===== src/rtl/fu_exec_unit.sv =====
// Single-slot execute unit: accepts an issue bundle, produces result after LATENCY edges, holds it until wb_ack_in.
// Issue is back-pressured through FU_ready_out; define FU_BYPASS_EN to accept a new op in the same cycle as the ack.
module fu_exec_unit #(
    parameter int FU_ID   = 0,
    parameter int LATENCY = 1
) (
    input  logic        clk,
    input  logic        rst,
    input  logic        flush_in,
    input  logic        issue_valid_in,
    input  logic [31:0] PC_in,
    input  logic [3:0]  optype_in,
    input  logic [1:0]  aluNum_in,
    input  logic [31:0] srcReg1_data_in,
    input  logic [31:0] srcReg2_data_in,
    input  logic [31:0] imm_in,
    input  logic [5:0]  destReg_in,
    input  logic [5:0]  ROBNum_in,
    output logic        FU_ready_out,
    output logic        wb_valid_out,
    input  logic        wb_ack_in,
    output logic [31:0] wb_result_out,
    output logic [31:0] wb_store_data_out,
    output logic        wb_is_mem_out,
    output logic        wb_is_store_out,
    output logic [31:0] wb_PC_out,
    output logic [5:0]  wb_destReg_out,
    output logic [5:0]  wb_ROBNum_out,
    output logic        err_out
);
    typedef enum logic [1:0] {IDLE, EXEC, DONE} state_t;

    localparam logic [3:0] CNT_INIT = 4'(LATENCY - 1);

    state_t      state;
    logic [3:0]  cnt;
    logic [3:0]  op_q;
    logic [31:0] s1_q, s2_q, imm_q, pc_q;
    logic [5:0]  dest_q, rob_q;

    logic        id_match, accept, bad_issue;
    logic [31:0] res;
    logic        illegal, is_mem, is_store;

`ifdef FU_BYPASS_EN
    assign FU_ready_out = (state == IDLE) | ((state == DONE) & wb_ack_in);
`else
    assign FU_ready_out = (state == IDLE);
`endif

    // A flush silently drops any issue presented in the same cycle.
    assign id_match  = (aluNum_in == 2'(FU_ID));
    assign accept    = issue_valid_in & ~flush_in & FU_ready_out & id_match;
    assign bad_issue = issue_valid_in & ~flush_in & ~(FU_ready_out & id_match);

    always_comb begin
        res     = 32'd0;
        illegal = 1'b0;
        case (op_q)
            4'd1:                 res = s1_q + s2_q;
            4'd2:                 res = s1_q + imm_q;
            4'd3:                 res = imm_q;
            4'd4:                 res = s1_q | imm_q;
            4'd5:                 res = s1_q ^ s2_q;
            4'd6:                 res = $unsigned($signed(s1_q) >>> imm_q[4:0]);
            4'd7, 4'd8, 4'd9, 4'd10: res = s1_q + imm_q;
            default:              illegal = 1'b1;
        endcase
        is_mem   = (op_q >= 4'd7) && (op_q <= 4'd10);
        is_store = (op_q == 4'd9) || (op_q == 4'd10);
    end

    always_ff @(posedge clk or posedge rst) begin
        if (rst) begin
            state             <= IDLE;
            cnt               <= 4'd0;
            op_q              <= 4'd0;
            s1_q              <= 32'd0;
            s2_q              <= 32'd0;
            imm_q             <= 32'd0;
            pc_q              <= 32'd0;
            dest_q            <= 6'd0;
            rob_q             <= 6'd0;
            wb_valid_out      <= 1'b0;
            wb_result_out     <= 32'd0;
            wb_store_data_out <= 32'd0;
            wb_is_mem_out     <= 1'b0;
            wb_is_store_out   <= 1'b0;
            wb_PC_out         <= 32'd0;
            wb_destReg_out    <= 6'd0;
            wb_ROBNum_out     <= 6'd0;
            err_out           <= 1'b0;
        end else begin
            if (bad_issue)
                err_out <= 1'b1;
            if (accept) begin
                op_q   <= optype_in;
                s1_q   <= srcReg1_data_in;
                s2_q   <= srcReg2_data_in;
                imm_q  <= imm_in;
                pc_q   <= PC_in;
                dest_q <= destReg_in;
                rob_q  <= ROBNum_in;
                cnt    <= CNT_INIT;
            end
            if (flush_in) begin
                state        <= IDLE;
                wb_valid_out <= 1'b0;
            end else begin
                case (state)
                    IDLE: if (accept) state <= EXEC;
                    EXEC: begin
                        if (cnt == 4'd0) begin
                            // Illegal ops still write back (result 0) so the ROB entry can retire.
                            wb_valid_out      <= 1'b1;
                            wb_result_out     <= res;
                            wb_store_data_out <= is_store ? s2_q : 32'd0;
                            wb_is_mem_out     <= is_mem;
                            wb_is_store_out   <= is_store;
                            wb_PC_out         <= pc_q;
                            wb_destReg_out    <= dest_q;
                            wb_ROBNum_out     <= rob_q;
                            if (illegal)
                                err_out <= 1'b1;
                            state <= DONE;
                        end else begin
                            cnt <= cnt - 4'd1;
                        end
                    end
                    DONE: if (wb_ack_in) begin
                        wb_valid_out <= 1'b0;
                        state        <= accept ? EXEC : IDLE;
                    end
                    default: state <= IDLE;
                endcase
            end
        end
    end
endmodule


===== config.mk =====
export PLATFORM = sky130hd
export DESIGN_NAME = fu_exec_unit
export DESIGN_NICKNAME = d
export VERILOG_FILES = /design/src/rtl/fu_exec_unit.sv
export SDC_FILE = /design/constraint.sdc
export NUM_CORES = 1
export LEC_CHECK = 0
export CELL_PAD_IN_SITES_DETAIL_PLACEMENT = 0
export CELL_PAD_IN_SITES_GLOBAL_PLACEMENT = 2
export CORE_MARGIN = 5
export CORE_UTILIZATION = 36
export CTS_CLUSTER_SIZE = 14
export DETAILED_ROUTE_END_ITERATION = 6
export GPL_TIMING_DRIVEN = 0
export PLACE_DENSITY = 0.91
export SYNTH_ARGS = -nofsm -noshare
export SYNTH_HDL_FRONTEND = slang
export SYNTH_SLANG_ARGS = --single-unit

===== constraint.sdc =====
create_clock -name clk -period 23.2 [get_ports clk]
set_input_delay 3.48 -clock clk [delete_from_list [all_inputs] [get_ports clk]]
set_output_delay 3.48 -clock clk [all_outputs]
set_load 0.03 [all_outputs]

After elaboration in Yosys (flattened, before gate mapping). Cells that the tools add are included.

Output and inout bits: 113. Flip-flop bits (word level): 262.

Shift-type cells: 1. Add/subtract/negate cells: 3. Magnitude comparators: 2. Muxes and demuxes: 21. Bitwise gates (word level): 9. Reductions and logical operators: 11. Eq/ne operators: 15.

Operator list (number): 32-bit case mux with 6 select lines (1); 32-bit adder (2); 32-bit two-way mux (1); 32-bit bitwise OR (1); 32-bit by 5-bit >>> shifter with 32-bit output (1); 32-bit XOR (1); 4-bit by 3-bit == test with 1-bit output, second input constant (4); 4-bit two-way mux (4); 4-bit == test, second input constant (3); 10-bit OR reduction (1); 1-bit two-way mux (9); 3-bit AND reduction (3); 4-bit by 2-bit == test with 1-bit output, second input constant (2); 2-bit two-way mux (4); 3-bit inequality test, second input constant (2); 2-bit case mux with 3 select lines (1); 1-bit AND (5); 5-bit OR reduction (1); 4-bit by 1-bit == test with 1-bit output, second input constant (1); 4-bit by 3-bit greater-or-equal comparator with 1-bit output, second input constant (1); 4-bit <= comparator, second input constant (1); 2-bit zero test (2); 4-bit zero test (1); 4-bit by 1-bit subtractor with 4-bit output, second input constant (1); other kinds (8) (9).

Depth between registers and ports, before layout.
Depth after elaboration: 9. Gate-level depth with buffers: 17.

Worst setup path before layout. OpenSTA, ideal clock, no wires.

Path type: input to register. Start point: in flush_in. End point: reg wb_result_out[1]. Required time: 23071 ps. Stages on the path: 7. Setup slack: 18196 ps. Arrival time: 4875 ps. Cell sequence: nor3b_2 and3_1 clkbuf_1 clkbuf_1 o311ai_0 a221oi_1 a21oi_1.

Word-level cells in the longest chain between the ends: 2.

RTL lines: start: declaration (RTL line 9) `input logic flush_in,`; 1-bit inverter (no source line); 3-bit AND reduction (no source line); end signal: assignment (RTL line 116) `wb_result_out <= res;`; end: declaration (RTL line 22) `output logic [31:0] wb_result_out,`.

Every way passes these cells. A chain may end at the register's enable or synchronous reset.

Worst setup path after layout.
Start point: in flush_in. End point: reg wb_result_out[2].

Same word-level chain as after synthesis.

==> qor.yml <==
setup_tns_ns: 0
syn_area_per_cell_um2: 10.2
route.detailed.drc: 0
timing.fmax_ghz: 0.157
cts_setup_buffers: 0
yosysMostFrequentCell: "dfrtp_1"
maxSlewViolCount: 0
min_path_cells: 2
vdd_drop_max_uv: 81.1
grt-ovfl-total: 0
stdcell_count: 2305
yosysWarnings: 0
port_buffers: 263
maxSlewHeadroom_pct: 25.4
yosysTopAreaCell: "dfrtp_1"
cts_buffers: 31
ys_types: 73
antenna_found_initial: 1
hold_violations: 0
clockBufferDepth: 3
synth_edf_count: 0
grt_max_degree: 133
clk_latency_ns: 0.60
dp_slack_ns: 16.27
status: "complete, no violations"
yosysSeqAreaShare_pct: 44.2
yosys-top-cells-count: "dfrtp_1, nand2_1, mux2_2"
ant_nets: 0
finalCritPeriodShare_pct: 27.5
max-cap-violations: 0
cp_max_fo: 10
gp_congestion: 1.02
cpPeakStageDelay_ns: 0.85
ctsHtreeMaxLevel: 1
reg2reg_depth: 16
yosysTopAreaCellShare_pct: 44.2
areaGrowthSynthToFinish_pct: 29.5
first_global_vias: 13100
syn_nets: 1643
worstSetupPathType: "in -> reg"
firstDrtPassIters: 5
syn_inst: 1453
ys_ff_latch: 262
rows: 74
worst_pin_slew_ns: 1.12
die_area_um2: 45400
postCtsHoldBufs: 0
drive_above_1_share_pct: 15.8
finalSetupViolations: 0
via_per_inst: 5.59
root_buffer: "clkbuf_16"
end_kind: "flip-flop"
grt_pass1_wl_um: 84800
placed_cells: 2251
synth_area_leaders: "dfrtp_1, mux2_2, nand2_1"
hpwlAfterDp_um: 43100
setup_ws_ns: 16.82
wirelength_um: 57400
p_per_area_nw_per_um2: 130
p_leak_nw: 8.29
clkTransAtPathRegs_ns: 0.06
die_y_um: 213
die_w_um: 213
cp_slowest_cell: "clkbuf_1"
fin_nets: 1943
grt_usage_pct: 24.7
cpMostUsedCell: "clkbuf_1"
cp.arrival_ns: 6.86
drtIter0Drc: 1031
hold_path_class: "reg -> reg"
fin_skew_ns: 0.0207
routedWlPerCell_um: 24.9
cts_tree: "yes"
ctsResizeCount: 0
pin_count: 264
crit_chain: "clkdlybuf4s50_1 > nor3b_2 > and3_1 > clkbuf_1 > clkbuf_1 > o311ai_0 > a221oi_1 > a21oi_1"
clock-sinks: 262
required_ns: 23.67
rsz0062_at_grt: "no"
vias: 12900
netlist_area_um2: 14800
ys_async_sr_fraction_pct: 100
min_period_ns: 6.38
core_area_um2: 40800
post-route-util_pct: 47.0
start_util_pct: 36.3
synthFlopType: "dfrtp_1"
diodes: 0
start_kind: "primary input"
==> through the flow <==
stage / hold WS (ns) / instance area (um^2) / power, mW
floorplan: 0.433 / 14800 / 1.54
finish: 0.460 / 19200 / 2.50
detailed placement: 0.448 / 18200 / 2.01
global route: 0.475 / 19200 / 2.64
CTS: 0.462 / 19200 / 2.50
global placement: 0.443 / 18100 / 2.00
==> worst max-delay path, delay by kind of cell <==
family / cells / cell delay [ns]
simple gates: 2 / 0.68
buf+inv: 3 / 1.94
compound gates: 3 / 0.75
==> layout by cell type (no fill, tap or decap), types with 9 or more instances in the layout <==
cell	instances
o311ai_0	13
nor3b_1	9
nor2_1	56
a21o_1	21
ha_1	38
clkbuf_1	66
inv_1	20
o21ai_0	55
xnor2_1	24
a21oi_1	86
clkbuf_16	31
a22o_1	32
dfrtp_1	262
a221oi_1	24
nand2_1	256
mux2_2	173
buf_2	12
buf_1	9
o21ai_1	42
and3_1	13
a31oi_1	10
nand3_1	18
mux2i_1	35
a211oi_1	15
clkdlybuf4s50_1	263
mux4_2	17
==> where the power goes <==
part	switching (mW)	internal [mW]
Combinational	0.749	0.539
Sequential	0.143	0.593
Clock	0.202	0.275
==> sequential cells by signal, summed over array words and instances (netlist names), 2 cells and up <==
| name | count |
|---|---|
| imm_q | 32 |
| pc_q | 32 |
| s1_q | 32 |
| s2_q | 32 |
| wb_PC_out | 32 |
| wb_result_out | 32 |
| wb_store_data_out | 32 |
| dest_q | 6 |
| rob_q | 6 |
| wb_ROBNum_out | 6 |
| wb_destReg_out | 6 |
| cnt | 4 |
| op_q | 4 |
| state | 2 |
==> area by class of cell <==
cell class              count  area, um^2
plain buffers              95         455
inverters                  25         101
clock inverters            11         108
flip-flops and latches    262        6560
well taps                 532         666
multi-input cells        1071        7740
fillers                  3844       21600
repair buffers            267        2700
clock buffers              42         877
==> path summary, 6_finish.rpt <==
| path | endpoint | startpoint | slack, ns |
|---|---|---|---|
| min in group asynchronous | wb_valid_out | rst | 3.18 |
| worst min-delay path | wb_destReg_out[2] | dest_q[2] | 0.46 |
| worst max register to register | wb_result_out[22] | op_q[0] | 17.08 |
| worst max-delay path | wb_result_out[2] | flush_in | 16.82 |
| worst min register to register | wb_destReg_out[2] | dest_q[2] | 0.46 |
| max in group asynchronous | s1_q[4] | rst | 19.16 |
==> cell families after synthesis <==
kind of cell / share of synthesized area (%)
fa+ha+maj: 3.34
simple gates: 12.0
mux: 18.5
compound gates: 16.6
xor+xnor: 1.71
flops: 44.2
buf+inv: 3.70
==> routing by layer <==
metal / track usage (%) / up-vias / routed length [um]
li1: - / 5868 / -
met1: 33.4 / 6432 / 24600
met2: 39.3 / 479 / 26300
met3: 6.80 / 95 / 4740
met4: 6.91 / 2 / 1800
met5: 0 / - / 12
No activity file was read; power rests on OpenSTA's default activity.
==> RTL edit 1, RTL diff (same settings) <==
Add a define of `FU_BYPASS_EN`.
--- a/src/rtl/fu_exec_unit.sv
+++ b/src/rtl/fu_exec_unit.sv
@@ -1,5 +1,7 @@
 // Single-slot execute unit: accepts an issue bundle, produces result after LATENCY edges, holds it until wb_ack_in.
 // Issue is back-pressured through FU_ready_out; define FU_BYPASS_EN to accept a new op in the same cycle as the ack.
+`define FU_BYPASS_EN
+
 module fu_exec_unit #(
     parameter int FU_ID   = 0,
     parameter int LATENCY = 1
Behaviour: not the same (a bounded check fails within 4 cycles, from zero or initial values and one cycle with rst high).
==> RTL edit 1 against the unedited design <==
- cell count decreased by 1.3%
- worst hold slack improved by 1.3 ps
- count of clock-buffer cells in the layout increased by 4
- total power shrank 14%
- cell area decreased by 2.0%
- via count down 1.9%
- synthesized area decreased by 2.8%
- sequential cell count is the same
- routed wire length is 4.0% lower
- worst setup slack lost 2000 ps
- highest routed layer unchanged
==> RTL edit 1: results (changes against the unedited design) <==
| Metric | Value |
|---|---|
| Post-Synthesis Net Count | 1617 (-1.6%) |
| Clock power frac | 0.230 (+0.039) |
| Standard cell with the maximum stage delay on the critical path | sky130_fd_sc_hd__clkdlybuf4s50_1 |
| Reg2reg setup slack | 17030 ps (-50 ps) |
| Register fraction of the total cell area | 0.348 (+0.00681) |
| Critical path arrival | 4920 ps (-1940 ps) |
| Non-clock buffer total of the final layout | 363 (+0.28%) |
| Number of antenna diodes | 1 (+1) |
| Share of the final layout cell area in multi-input gates | 0.394 (-0.00938) |
| Largest fanout on the critical path | 3 (-7) |
| Count of routing violations after the opening detailed-route iteration | 872 (-15%) |
| Reg-to-reg startpoint | op_q[2]$_DFFE_PP0P_ |
| Total global routing track utilization | 0.244 (-0.00332) |
| Fraction of the mapped netlist area in compound gates | 0.157 (-0.00903) |
| Total clock buffers created by CTS | 30 (-3.2%) |
| Hold Path End | wb_PC_out[16]$_DFFE_PP0P_ |
| Post-synth top cells | sky130_fd_sc_hd__nand2_1 (268), sky130_fd_sc_hd__dfrtp_1 (262), sky130_fd_sc_hd__mux2_2 (186) |
| Count of sequential standard cells | 262 (unchanged) |
| Nonclk inv count | 22 (-12%) |
| Worst-Margin Slew | 1120 ps (-1.53 ps) |
| Max incr delay on CP | 730 ps (-120 ps) |
| Global placement routability congestion | 0.943 (-7.2%) |
| Final routed wire length divided by cell count | 24.2 um (-2.7%) |
| Pin count of the biggest net entering global routing | 126 (-5.3%) |
| Fillers | 3819 (-0.65%) |
| Launch instance of the worst min-delay path | pc_q[16]$_DFFE_PP0P_ |
| Share of cell area taken by muxes after synthesis | 0.179 (-0.00544) |
| Distinct cell type count after synthesis | 58 (-21%) |
| Number of antenna violations at the first check in global routing | 10 (+9) |
| Met3 Usage GRT | 0.0738 (+0.00579) |
| Sequential-to-total area share from yosys stat | 0.455 (+0.0127) |
| Buffer share of cell area | 0.163 (-0.00144) |
| Multi-Input Combinational | 1046 (-2.3%) |
| Detail Route met3 WL | 4620 um (-2.4%) |
| Clock distribution area overhead in the final layout | 0.0554 (+0.00415) |
| Worst-case vdd ir drop | 0.0604 mV (-25%) |
| Critical path destination | FU_ready_out |
| Routed via count divided by cell count | 5.55 (-0.62%) |
| Origin of the worst setup path | wb_ack_in |
| Switching share of power | 0.412 (-0.0258) |
| Global-route wire length before repair | 82700 um (-2.5%) |
| Via count of the first global-routing pass | 13.0k (-1.1%) |
| Number of clock buffers in the layout | 46 (+9.5%) |
| Result of the run | completed |
| First drt pass iteration count | 6 (+1) |
| Fraction of synthesized cell area in xor and xnor cells | 0.0304 (+0.0133) |
| Pwr dens | 114 nW/um^2 (-12%) |
[RTL edit 1: cell count changes in the layout (fill, tap and decap cells not counted), moves of 7 or more]
cell	before	now
sky130_fd_sc_hd__xor2_1	5	20
sky130_fd_sc_hd__o21ai_0	55	77
sky130_fd_sc_hd__and3_1	13	6
sky130_fd_sc_hd__buf_6	8	0
sky130_fd_sc_hd__mux4_2	17	7
sky130_fd_sc_hd__clkbuf_1	66	85
sky130_fd_sc_hd__mux2_2	173	186
sky130_fd_sc_hd__nand2_1	256	268
sky130_fd_sc_hd__a21o_1	21	13
sky130_fd_sc_hd__o21ai_1	42	2
[RTL edit 1: per-stage QoR]
| stage | instance area, sq um | worst slack [ps] | instances | hold WS [ps] |
|---|---|---|---|---|
| floorplan | 14400 | 12510 | 1427 | 435 |
| global placement | 17700 | 9010 | 2215 | 446 |
| detailed placement | 17800 | 14810 | 2218 | 452 |
| CTS | 18800 | 14800 | 2274 | 465 |
| global route | 18800 | 14750 | 2274 | 481 |
| finish | 18800 | 14800 | 2275 | 461 |
==> RTL edit 2, RTL diff (same settings) <==
Without the edit above. Re-encode `state_t` (3 states) as one-hot, 3 bits wide.
--- a/src/rtl/fu_exec_unit.sv
+++ b/src/rtl/fu_exec_unit.sv
@@ -28,7 +28,7 @@
     output logic [5:0]  wb_ROBNum_out,
     output logic        err_out
 );
-    typedef enum logic [1:0] {IDLE, EXEC, DONE} state_t;
+    typedef enum logic [2:0] {IDLE = 3'b001, EXEC = 3'b010, DONE = 3'b100} state_t;
 
     localparam logic [3:0] CNT_INIT = 4'(LATENCY - 1);
 
Check against the original RTL: no difference found for any inputs over 4 cycles, from zero or initial values and one cycle with rst high; so few cycles prove little.
==> RTL edit 2 against the unedited design <==
- synthesized area about the same
- cell count is 12% higher
- total power down 32%
- critical path type unchanged
- via count grew 9.2%
- sequential cell count increased by 1
- routed wire length grew 5.0%
- worst setup slack got worse by 45 ps
- cell area down 0.48%
- largest cell class unchanged
- critical endpoint is now wb_store_data_out[13]$_DFFE_PP0P_
- sequential share of layout area is 0.30 points higher
- first-iteration DRC count is 9.2% higher
==> RTL edit 2: results (changes against the unedited design) <==
| Metric | Value |
|---|---|
| Result of the run | completed |
| Total wire length after detailed routing | 60300 um (+5.0%) |
| Pin count of the biggest net entering global routing | 102 (-23%) |
| Number of synthesis warnings | 0 (unchanged) |
| Number of buffers added for setup after CTS | 0 (unchanged) |
| Clock edge transition at the registers on the reported setup and hold paths | 60 ps (about the same) |
| Number of placed instances with taps included | 2534 (+13%) |
| Post-Route Skew | 17.7 ps (-3.08 ps) |
| Sequential-to-total area share from yosys stat | 0.444 (+0.00155) |
| First drt pass iteration count | 5 (unchanged) |
| Global placement routability congestion | 0.962 (-5.3%) |
| Number of buffers added on ports | 263 (unchanged) |
| Distinct cell type count after synthesis | 79 (+8.2%) |
| Remaining max-slew budget at the tightest pin | 0.0660 (-0.188) |
| Detailed-route via count | 14.1k (+9.2%) |
| Max incr delay on CP | 1020 ps (+170 ps) |
| Detailed Place HPWL | 45100 um (+4.6%) |
| Count of routing violations after the opening detailed-route iteration | 1126 (+9.2%) |
| CTS Buffer Depth | 3 (unchanged) |
| Number of antenna violations at the first check in global routing | 4 (+3) |
| Post-Layout Cell Count | 2587 (+12%) |
| CTS resizes | 0 (unchanged) |
| Post-Syn Instances | 1737 (+20%) |
| Cell types occupying the most area after synthesis | sky130_fd_sc_hd__dfrtp_1 (44%), sky130_fd_sc_hd__nand2_1 (16%), sky130_fd_sc_hd__a21oi_1 (3.3%) |
| Proportion of layout cells with a drive suffix above 1 | 0.0648 (-0.0932) |
| Post-synth top cells | sky130_fd_sc_hd__nand2_1 (649), sky130_fd_sc_hd__dfrtp_1 (262), sky130_fd_sc_hd__a21oi_1 (97) |
| Fillers | 4044 (+5.2%) |
| Global-route wire length before repair | 89300 um (+5.3%) |
| Number of nets in the layout | 2223 (+14%) |
| Static Leakage | 8.72 nW (+5.2%) |
| Post-place instance area | 18200 sq um (about the same) |
| Clock tree root driver cell | sky130_fd_sc_hd__clkbuf_16 |
| Final count of hold timing violations | 0 (unchanged) |
| Total clock buffers created by CTS | 29 (-6.5%) |
| Critical path arrival | 6950 ps (+90 ps) |
| Ys async rst share | 1.00 (unchanged) |
| Post-Synthesis Net Count | 1927 (+17%) |
| Largest delay contributor family on the critical path | simple AND/OR/NAND/NOR gates |
| Largest fanout on the critical path | 10 (unchanged) |
| Deepest level of the CTS H-tree | 1 (unchanged) |
| Standard cell with the maximum stage delay on the critical path | sky130_fd_sc_hd__nor4_2 |
| Worst-case vdd ir drop | 0.0514 mV (-37%) |
| Hold Crit Class | register to register |
| Clock latency on the worst-skew pair | between 500 and 600 ps |
| Total global routing track utilization | 0.260 (+0.0126) |
RTL edit 2: cell count changes after synthesis, moves of 8 or more:
| cell | delta |
|---|---|
| sky130_fd_sc_hd__xor2_1 | +15 |
| sky130_fd_sc_hd__buf_6 | -8 |
| sky130_fd_sc_hd__a21oi_1 | +11 |
| sky130_fd_sc_hd__o21ai_0 | +33 |
| sky130_fd_sc_hd__mux2_2 | -137 |
| sky130_fd_sc_hd__clkbuf_1 | +27 |
| sky130_fd_sc_hd__o21ai_1 | -39 |
| sky130_fd_sc_hd__a21o_1 | -11 |
| sky130_fd_sc_hd__nand2_1 | +393 |
| sky130_fd_sc_hd__and3_1 | -11 |
| sky130_fd_sc_hd__nand2b_1 | +9 |
RTL edit 2: path summary, 6_finish.rpt:
kind	to	startpoint	depth (start not counted)	slack, ps
worst max-delay path	wb_store_data_out[13]$_DFFE_PP0P_	flush_in	6	16770
worst min-delay path	wb_PC_out[23]$_DFFE_PP0P_	pc_q[23]$_DFFE_PP0P_	2	460
worst max register to register	wb_result_out[26]$_DFFE_PP0P_	op_q[1]$_DFFE_PP0P_	15	17400
worst min register to register	wb_PC_out[23]$_DFFE_PP0P_	pc_q[23]$_DFFE_PP0P_	2	460
max in group asynchronous	wb_result_out[30]$_DFFE_PP0P_	rst	3	18940
min in group asynchronous	s2_q[9]$_DFFE_PP0P_	rst	2	3350
RTL edit 2: logic make-up after synthesis:
family | after synthesis | share of synthesized area
AO/OA/AOI/OAI | 359 | 0.160
XOR/XNOR | 45 | 0.0266
adder cells (fa/ha/maj) | 39 | 0.0334
buffers and inverters | 137 | 0.0382
flip-flops | 263 | 0.444
multiplexers | 89 | 0.0774
AND/OR/NAND/NOR | 805 | 0.221
RTL edit 2: cell type report:
class | count | share of cell area
diodes | 1 | 0.000131
plain buffers | 116 | 0.0255
clock buffers | 46 | 0.0439
clock inverters | 6 | 0.00367
inverters | 21 | 0.00452
multi-input cells | 1337 | 0.402
flip-flops and latches | 263 | 0.344
well taps | 532 | 0.0348
repair buffers | 265 | 0.141
RTL edit 2: tightest hold or removal path, delay by kind of cell (launching register included):
kind,cells,cell delay (ps)
flops,1,340
simple gates,2,90
RTL edit 2: stage by stage:
stage / setup WS [ps] / utilization
3_3_place_gp: 8950 / 0.444
2_1_floorplan: 12480 / -
5_1_grt: 16700 / 0.468
4_1_cts: 16870 / 0.468
3_5_place_dp: 16260 / 0.446
6_report: 16770 / 0.468
RTL edit 2: where the power goes:
part | leakage (nW) | switching, mW | internal [mW]
registers | 3.46 | 0.0800 | 0.518
clock network | 0.447 | 0.197 | 0.258
logic | 4.81 | 0.397 | 0.252
RTL edit 2: per-layer routing:
layer	track usage	part of all wire
met5	0	0.00053
met4	0.0644	0.027
met3	0.0680	0.083
met2	0.421	0.46
met1	0.350	0.42
